[config.mk]
export PLATFORM = sky130hd
export DESIGN_NAME = instr_encoder
export DESIGN_NICKNAME = d
export VERILOG_FILES = /design/src/rtl/instr_encoder.sv
export SDC_FILE = /design/constraint.sdc
export NUM_CORES = 1
export LEC_CHECK = 0
export BUFFER_PORTS_ARGS = -buffer_cell sky130_fd_sc_hd__buf_2
export CAP_MARGIN = 20
export CELL_PAD_IN_SITES_DETAIL_PLACEMENT = 1
export CELL_PAD_IN_SITES_GLOBAL_PLACEMENT = 2
export CORE_ASPECT_RATIO = 1.75
export CORE_MARGIN = 3
export CORE_UTILIZATION = 31
export CTS_BUF_LIST = sky130_fd_sc_hd__clkbuf_4 sky130_fd_sc_hd__clkbuf_8
export CTS_CLUSTER_SIZE = 20
export DETAILED_ROUTE_END_ITERATION = 8
export PLACE_DENSITY = 0.95
export SETUP_SLACK_MARGIN = 0.1
export SYNTH_ARGS = -nofsm -noshare
export SYNTH_HDL_FRONTEND = slang
export SYNTH_SLANG_ARGS = --single-unit
[constraint.sdc]
create_clock -name clk -period 4.6 [get_ports clk]
set_input_delay 0.69 -clock clk [delete_from_list [all_inputs] [get_ports clk]]
set_output_delay 0.69 -clock clk [all_outputs]
set_load 0.02 [all_outputs]
[src/rtl/instr_encoder.sv]
// Streaming RV32I encoder: decoded field bundle in, 32-bit instruction word out through a 2-entry FIFO.
// Optional macro IENC_PERF_COUNTERS_EN adds emitted/errored word counters.
module instr_encoder #(
  parameter int unsigned OUT_DEPTH = 2
) (
  input  logic        clk,
  input  logic        rst,
  input  logic        in_valid,
  output logic        in_ready,
  input  logic [6:0]  opcode,
  input  logic [4:0]  rs1,
  input  logic [4:0]  rs2,
  input  logic [4:0]  rd,
  input  logic [31:0] imm,
  input  logic [9:0]  funct,
  output logic        out_valid,
  input  logic        out_ready,
  output logic [31:0] out_instr,
  output logic        out_err,
  output logic [31:0] enc_count,
  output logic [31:0] err_count
);

  localparam int unsigned ILEN = 32;
  localparam int unsigned EW   = ILEN + 1;
  localparam logic [1:0]  DEPTH = 2'(OUT_DEPTH);

  localparam logic [6:0] OP_LOAD   = 7'b0000011;
  localparam logic [6:0] OP_IMM_32 = 7'b0010011;
  localparam logic [6:0] OP_AUIPC  = 7'b0010111;
  localparam logic [6:0] OP_STORE  = 7'b0100011;
  localparam logic [6:0] OP_32     = 7'b0110011;
  localparam logic [6:0] OP_LUI    = 7'b0110111;
  localparam logic [6:0] OP_BRANCH = 7'b1100011;
  localparam logic [6:0] OP_JALR   = 7'b1100111;
  localparam logic [6:0] OP_JAL    = 7'b1101111;

  logic [ILEN-1:0] enc_instr;
  logic            enc_err;
  logic            i_imm_ok;
  logic            b_imm_ok;
  logic            j_imm_ok;
  logic            is_shift;

  // Upper immediate bits must be pure sign extension of the field the format keeps.
  assign i_imm_ok = (&imm[31:11]) | ~(|imm[31:11]);
  assign b_imm_ok = (&imm[31:12]) | ~(|imm[31:12]);
  assign j_imm_ok = (&imm[31:20]) | ~(|imm[31:20]);
  assign is_shift = (funct[9:7] == 3'b001) || (funct[9:7] == 3'b101);

  // Field packing per instruction format; an errored bundle encodes as all-zero.
  always_comb begin
    enc_instr = '0;
    enc_err   = 1'b0;
    case (opcode)
      OP_32: begin
        enc_instr = {funct[9:3], rs2, rs1, funct[2:0], rd, opcode};
      end
      OP_IMM_32: begin
        if (is_shift) begin
          enc_instr = {funct[6:0], imm[4:0], rs1, funct[9:7], rd, opcode};
          enc_err   = (|imm[31:5]) || ((funct[9:7] == 3'b001) && (|funct[6:0]));
        end else begin
          enc_instr = {imm[11:0], rs1, funct[2:0], rd, opcode};
          enc_err   = !i_imm_ok || (|funct[9:3]);
        end
      end
      OP_JALR, OP_LOAD: begin
        enc_instr = {imm[11:0], rs1, funct[2:0], rd, opcode};
        enc_err   = !i_imm_ok || (|funct[9:3]);
      end
      OP_STORE: begin
        enc_instr = {imm[11:5], rs2, rs1, funct[2:0], imm[4:0], opcode};
        enc_err   = !i_imm_ok;
      end
      OP_BRANCH: begin
        enc_instr = {imm[12], imm[10:5], rs2, rs1, funct[2:0], imm[4:1], imm[11], opcode};
        enc_err   = imm[0] || !b_imm_ok;
      end
      OP_JAL: begin
        enc_instr = {imm[20], imm[10:1], imm[11], imm[19:12], rd, opcode};
        enc_err   = imm[0] || !j_imm_ok;
      end
      OP_LUI, OP_AUIPC: begin
        enc_instr = {imm[31:12], rd, opcode};
        enc_err   = |imm[11:0];
      end
      default: begin
        enc_err = 1'b1;
      end
    endcase
    if (enc_err) begin
      enc_instr = '0;
    end
  end

  // Two-slot FIFO: head_q drives the outputs directly, tail_q holds the second entry.
  logic [1:0]    count_q, count_d;
  logic [EW-1:0] head_q, head_d;
  logic [EW-1:0] tail_q, tail_d;
  logic          valid_q, valid_d;
  logic          full_q, full_d;
  logic          push;
  logic          pop;
  logic [EW-1:0] enc_entry;

  assign enc_entry = {enc_err, enc_instr};
  // A full buffer still accepts when the head is leaving this cycle.
  assign in_ready  = !full_q || out_ready;
  assign push      = in_valid && in_ready;
  assign pop       = valid_q && out_ready;
  assign out_valid = valid_q;
  assign out_instr = head_q[ILEN-1:0];
  assign out_err   = head_q[ILEN];

  always_comb begin
    count_d = count_q;
    head_d  = head_q;
    tail_d  = tail_q;
    case (count_q)
      2'd0: begin
        if (push) begin
          head_d  = enc_entry;
          count_d = 2'd1;
        end
      end
      2'd1: begin
        if (push && pop) begin
          head_d = enc_entry;
        end else if (push) begin
          tail_d  = enc_entry;
          count_d = 2'd2;
        end else if (pop) begin
          count_d = 2'd0;
        end
      end
      default: begin
        if (pop) begin
          head_d = tail_q;
          if (push) begin
            tail_d = enc_entry;
          end else begin
            count_d = 2'd1;
          end
        end
      end
    endcase
    valid_d = (count_d != 2'd0);
    full_d  = (count_d == DEPTH);
  end

  always_ff @(posedge clk or negedge rst) begin
    if (!rst) begin
      count_q <= 2'd0;
      head_q  <= '0;
      tail_q  <= '0;
      valid_q <= 1'b0;
      full_q  <= 1'b0;
    end else begin
      count_q <= count_d;
      head_q  <= head_d;
      tail_q  <= tail_d;
      valid_q <= valid_d;
      full_q  <= full_d;
    end
  end

`ifdef IENC_PERF_COUNTERS_EN
  // Counted on the output handshake so errored words are included once each.
  always_ff @(posedge clk or negedge rst) begin
    if (!rst) begin
      enc_count <= '0;
      err_count <= '0;
    end else if (pop) begin
      enc_count <= enc_count + 32'd1;
      if (head_q[ILEN]) begin
        err_count <= err_count + 32'd1;
      end
    end
  end
`else
  assign enc_count = '0;
  assign err_count = '0;
`endif

endmodule

## After elaboration in Yosys (flattened, before gate mapping)

Cells that the tools add are included.

| storage, ports and cells | value |
|---|---|
| flip-flop bits (word level) | 70 |
| output and inout port bits | 99 |
| input bits | 68 |
| word-level logic and storage cells | 80 |

| cells by class | value |
|---|---|
| eq/ne operators | 16 |
| muxes and demuxes | 20 |
| bitwise logic cells | 7 |
| reduce and logical (&&, ||, !) cells | 32 |

Operators by type and width:

| kind | number |
|---|---|
| $pmux 32 s7 | 1 |
| $mux 33 | 6 |
| $pmux 33 s2 | 2 |
| $mux 32 | 2 |
| $reduce_or 27->1 | 1 |
| $reduce_or 12->1 | 2 |
| $eq 7x6->1 const B | 3 |
| $eq 7x7->1 const B | 3 |
| $reduce_and 21->1 | 1 |
| $reduce_or 21->1 | 1 |
| $reduce_and 20->1 | 1 |
| $reduce_or 20->1 | 1 |
| $eq 7x5->1 const B | 2 |
| $reduce_or 7->1 | 2 |
| $mux 2 | 6 |
| $reduce_and 12->1 | 1 |
| $eq 7x2->1 const B | 1 |
| $pmux 1 s7 | 1 |
| $logic_or 1x1->1 | 6 |
| $ne 2x2->1 const B | 3 |
| $reduce_and 3->1 | 2 |
| $logic_and 1x1->1 | 4 |
| $logic_not 1->1 | 4 |
| $not 1->1 | 4 |
| other kinds (11) | 15 |

## Longest topological paths before layout

| depth | value |
|---|---|
| word-level depth | 11 |
| mapped depth | 9 |
| mapped depth without buffers | 7 |

## Worst setup path before layout

Ideal clock, no wire load.

| timing path | value |
|---|---|
| path kind | input to register |
| start point | input imm[16] |
| end point | register tail_q[7] |
| cell stages on the path | 8 |
| data required time | 4.534 ns |
| slack | 2.096 ns |
| path buffers | 1 |
| library setup time | 0.066 ns |
| arrival | 2.439 ns |
| cell sequence | or4_1 nor3_1 a22oi_1 a221o_1 a21oi_2 and2_1 buf_4 a22o_1 |

| between the ends | value |
|---|---|
| cells in the longest elaborated chain, start to end | 11 |
| elaborated cells on any way between the ends | 21 |
| classes of those cells | mux (7); bitwise (4); reduce/logical (10) |

Ends and longest elaborated chain:

| item | RTL line | text |
|---|---|---|
| start, declared | 14 | `input logic [31:0] imm,` |
| $reduce_or 21->1 | 46 | `assign i_imm_ok = (&imm[31:11]) \| ~(\|imm[31:11]);` |
| $not 1->1 | 46 |  |
| $or 1x1->1 | 46 |  |
| $logic_not 1->1 | 65, 70, 74 |  |
| $logic_or 1x1->1 | 65, 70 |  |
| $mux 1 | 60 | `if (is_shift) begin` |
| $pmux 1 s7 * | 55 | `case (opcode)` |
| $mux 32 * | 92 | `if (enc_err) begin` |
| $mux 33 * | 130, 140 |  |
| $mux 33 (on tied branches) | 138, 128 |  |
| $pmux 33 s2 * | 120 | `case (count_q)` |
| end signal, assigned | 162 | `tail_q <= tail_d;` |
| end, declared | 100 | `logic [EW-1:0] tail_q, tail_d;` |

Every way passes the cells marked *; elsewhere a longest branch is shown, timed or not. The select of a mux whose other input is x is not followed.
A chain may end at the register's enable or synchronous reset.

## Worst setup path after layout

| timing path | value |
|---|---|
| start point | input funct[3] |
| end point | register tail_q[29] |

| between the ends | value |
|---|---|
| cells in the longest elaborated chain, start to end | 9 |
| elaborated cells on any way between the ends | 12 |
| classes of those cells | mux (7); reduce/logical (5) |

Ends and longest elaborated chain:

| item | RTL line | text |
|---|---|---|
| start, declared | 15 | `input logic [9:0] funct,` |
| $reduce_or 7->1 | 62 | `enc_err = (\|imm[31:5]) \|\| ((funct[9:7] == 3'b001) && (\|funct[6:0]));` |
| $logic_and 1x1->1 | 62 |  |
| $logic_or 1x1->1 | 62 |  |
| $mux 1 | 60 |  |
| $pmux 1 s7 * | 55 |  |
| $mux 32 * | 92 |  |
| $mux 33 * | 130, 140 |  |
| $mux 33 (on tied branches) | 138, 128 |  |
| $pmux 33 s2 * | 120 |  |

Marks and branches as above.

==> flow_summary.toml <==
[detailed_routing]
routedWlPerCell_um = 19.0
vias = 4127
met1_length_um = 5540
wirelength_um = 14500
top_layer_used = "met4"
drtPass1Iterations = 7
via_per_inst = 5.42
ant_nets = 0
drc = 0
wl_met3_um = 846
dr_wl_met2_um = 7560
drt_iter0_drc = 289

[power]
ir_drop_mv = 0.158
power.total_mw = 2.02
switching_share_pct = 42.2
p_clk_share_pct = 22.4
combPwrFrac_pct = 37.9
powerDensity_nw_per_um2 = 409
seqPwrFrac_pct = 39.8
p_sw_uw = 855
cellLeakagePower_nw = 2.37
intPower_mw = 1.17

[synthesis]
yosys_warnings = 0
synth_edf_count = 0
synthesis.area_sq_um = 4310
synth_cells = 494
yosysSeqAreaShare_pct = 40.7
ys_types = 53
synthArstFlopShare_pct = 100
synth_area_per_cell_sq_um = 8.72
synth_compound_area_share_pct = 26.4
synth-xor-area-share_pct = 0
ys.flop_type = "dfrtp_1"
synth_fa_ha_area_share_pct = 0
ys_ff_latch = 70
synth.area.mux_share_pct = 0.494
yosys.area_share.simple_pct = 17.6
synth_top_family_by_area = "compound AO/OA/AOI/OAI gates"

[place]
placed_area_sq_um = 4710
place_hpwl_um = 11400
dp.cells = 741
port_buffers = 102
gp_congestion = 0.939
preCtsSetupSlack_ps = 1040

[worst_setup_path]
crit_type = "primary input to flop"
r2r_end = "head_q[31]"
r2r_setup_slack_ps = 2140
crit_path_start = "funct[3]"
cp_data_required_time_ps = 4840
crit_fanout = 20
worstPathArrival_ps = 3520
rr_startpoint = "count_q[1]"
rr_worst_depth = 7
worst_setup_path_end_kind = "flop"
start_kind = "primary input"

[cells_and_area]
fin_cells = 762
drive_gt1_share_pct = 22.1
postLayoutCoreUtil_pct = 36.6
final_nets = 648
area_growth_pct = 14.9
fin_area_sq_um = 4950
fill_cells = 1659

[sta]
clock.fmax_ghz = 0.305
slew_violations = 0
min_period_ps = 3280
hold-worst-slack_ps = 280
finalSetupTns_ps = 0
rsz0062_at_grt = "false"
timing_hold_violations_final = 0
layout_setup_ws_ps = 1320
worst_slew_pin_slew_ps = 691
post-route-period-util_pct = 71.2
finalClockSkew_ps = 10.9
setup_violations = 0
slew-limit-headroom_pct = 52.8

[clocking]
cts_setup_buffers = 0
clk_pin_slew_ps = 80
tritoncts = "done"
ctsHoldBuffers = 0
clock_latency_ps = 340
cts.sinks = 70
ctsResizeCount = 0
numCtsBuffers = 9
cts_buffer_depth = 2
cts-htree-levels = 3
root_buffer = "clkbuf_8"

[floorplan]
fp.dieArea_sq_um = 15400
initial_core_util_pct = 31.9
io_pins = 167
chipWidth_um = 95.1
rows = 56
die_h_um = 162
coreArea_sq_um = 13500

[global_routing]
grt_overflow = 0
grt_pass1_wl_um = 22300
grt_pass1_vias = 4169
grt_max_degree = 52
antenna_found_initial = 2
grt_usage_pct = 18.6

[outcome]
status = "finished, final reports clean"

[hold_path]
hold_class = "primary input to asynchronous set/reset pin"

[flow_run]
cap_violations = 0
[worst max-delay path: stages]
cell	delay (ps)
buf_2	110
or4_1	590
o41ai_2	240
a31oi_1	140
a221o_1	320
a21oi_2	510
nand2_1	600
o21ai_1	310
[state kept, by name, indices dropped and copies added, names as in the netlist]
signal / cells
full_q: 1
head_q: 33
tail_q: 33
count_q: 2
out_valid: 1
[synthesized netlist by cell type (all sizes together) (2+ instances only)]
library cell   n  area (sq um)
or4            4          30.0
nor2          34           128
a21boi         6          45.0
a32o           2          20.0
o21a           4          30.0
a211oi         2          15.0
and3          23           144
a22oi          4          30.0
nand2         44           168
nand3          5          25.0
a222oi        11           110
nor4           7          43.8
nand4          9          56.3
o21ai         39           195
nor3           6          30.0
o31ai          8          60.1
buf           67           499
a21o           2          15.0
a21oi         42           214
a31oi          3          18.8
a221oi         3          26.3
a22o          20           175
clkbuf        28           105
inv            8          30.0
and2           4          25.0
a32oi          9          78.8
nor2b          3          18.8
and4           2          17.5
dfrtp         70          1750
nand2b         7          43.8
[power by group through the flow]
stage / clock [mW] / sequential (mW) / combinational, mW
after floorplan: 0 / 0.879 / 0.423
after CTS: 0.462 / 0.838 / 0.684
after detailed placement: 0 / 0.849 / 0.682
after global routing: 0.492 / 0.821 / 0.837
final: 0.453 / 0.805 / 0.767
after global placement: 0 / 0.840 / 0.659
[worst max-delay path by stage]
stage                       endpoint  slack, ps
after global placement    tail_q[27]       1160
after global routing      tail_q[31]       1190
after detailed placement  tail_q[29]       1040
final                     tail_q[29]       1320
after CTS                 tail_q[29]       1410
after floorplan            tail_q[7]       2100
[cells by family (layout without fill, tap and decap cells)]
family,count (synthesis),in the layout
other,1,67
AND/OR/NAND/NOR,152,152
flip-flops,70,70
buffers and inverters,103,131
multiplexers,2,2
AO/OA/AOI/OAI,166,166
[layout make-up]
type | instances | area, sq um | share of cell area (%)
sequential | 70 | 1750 | 35.4
multi-input combinational | 384 | 2170 | 43.9
clock buffer | 10 | 138 | 2.78
tap | 174 | 218 | 4.40
timing repair buffer | 107 | 588 | 11.9
clock inverter | 6 | 45.0 | 0.910
inverter | 8 | 30.0 | 0.607
antenna | 3 | 7.51 | 0.152
[per-layer routing]
metal / vias to the layer above / global-route usage, %
met5: - / 0
met4: 0 / 9.13
met3: 40 / 2.09
met2: 211 / 33.2
met1: 1996 / 21.4
li1: 1880 / -
[layout by cell type, fill, tap and decap left out, types with 8 or more instances in the layout]
cell	count
a21oi_1	41
a222oi_1	11
a22o_1	20
a32oi_1	9
and3_1	23
buf_2	102
clkbuf_8	10
conb_1	64
dfrtp_1	70
inv_1	8
nand2_1	43
nand4_1	9
nor2_1	34
o21ai_0	21
o21ai_1	18
Note: power is estimated with default switching activity, not from simulation.
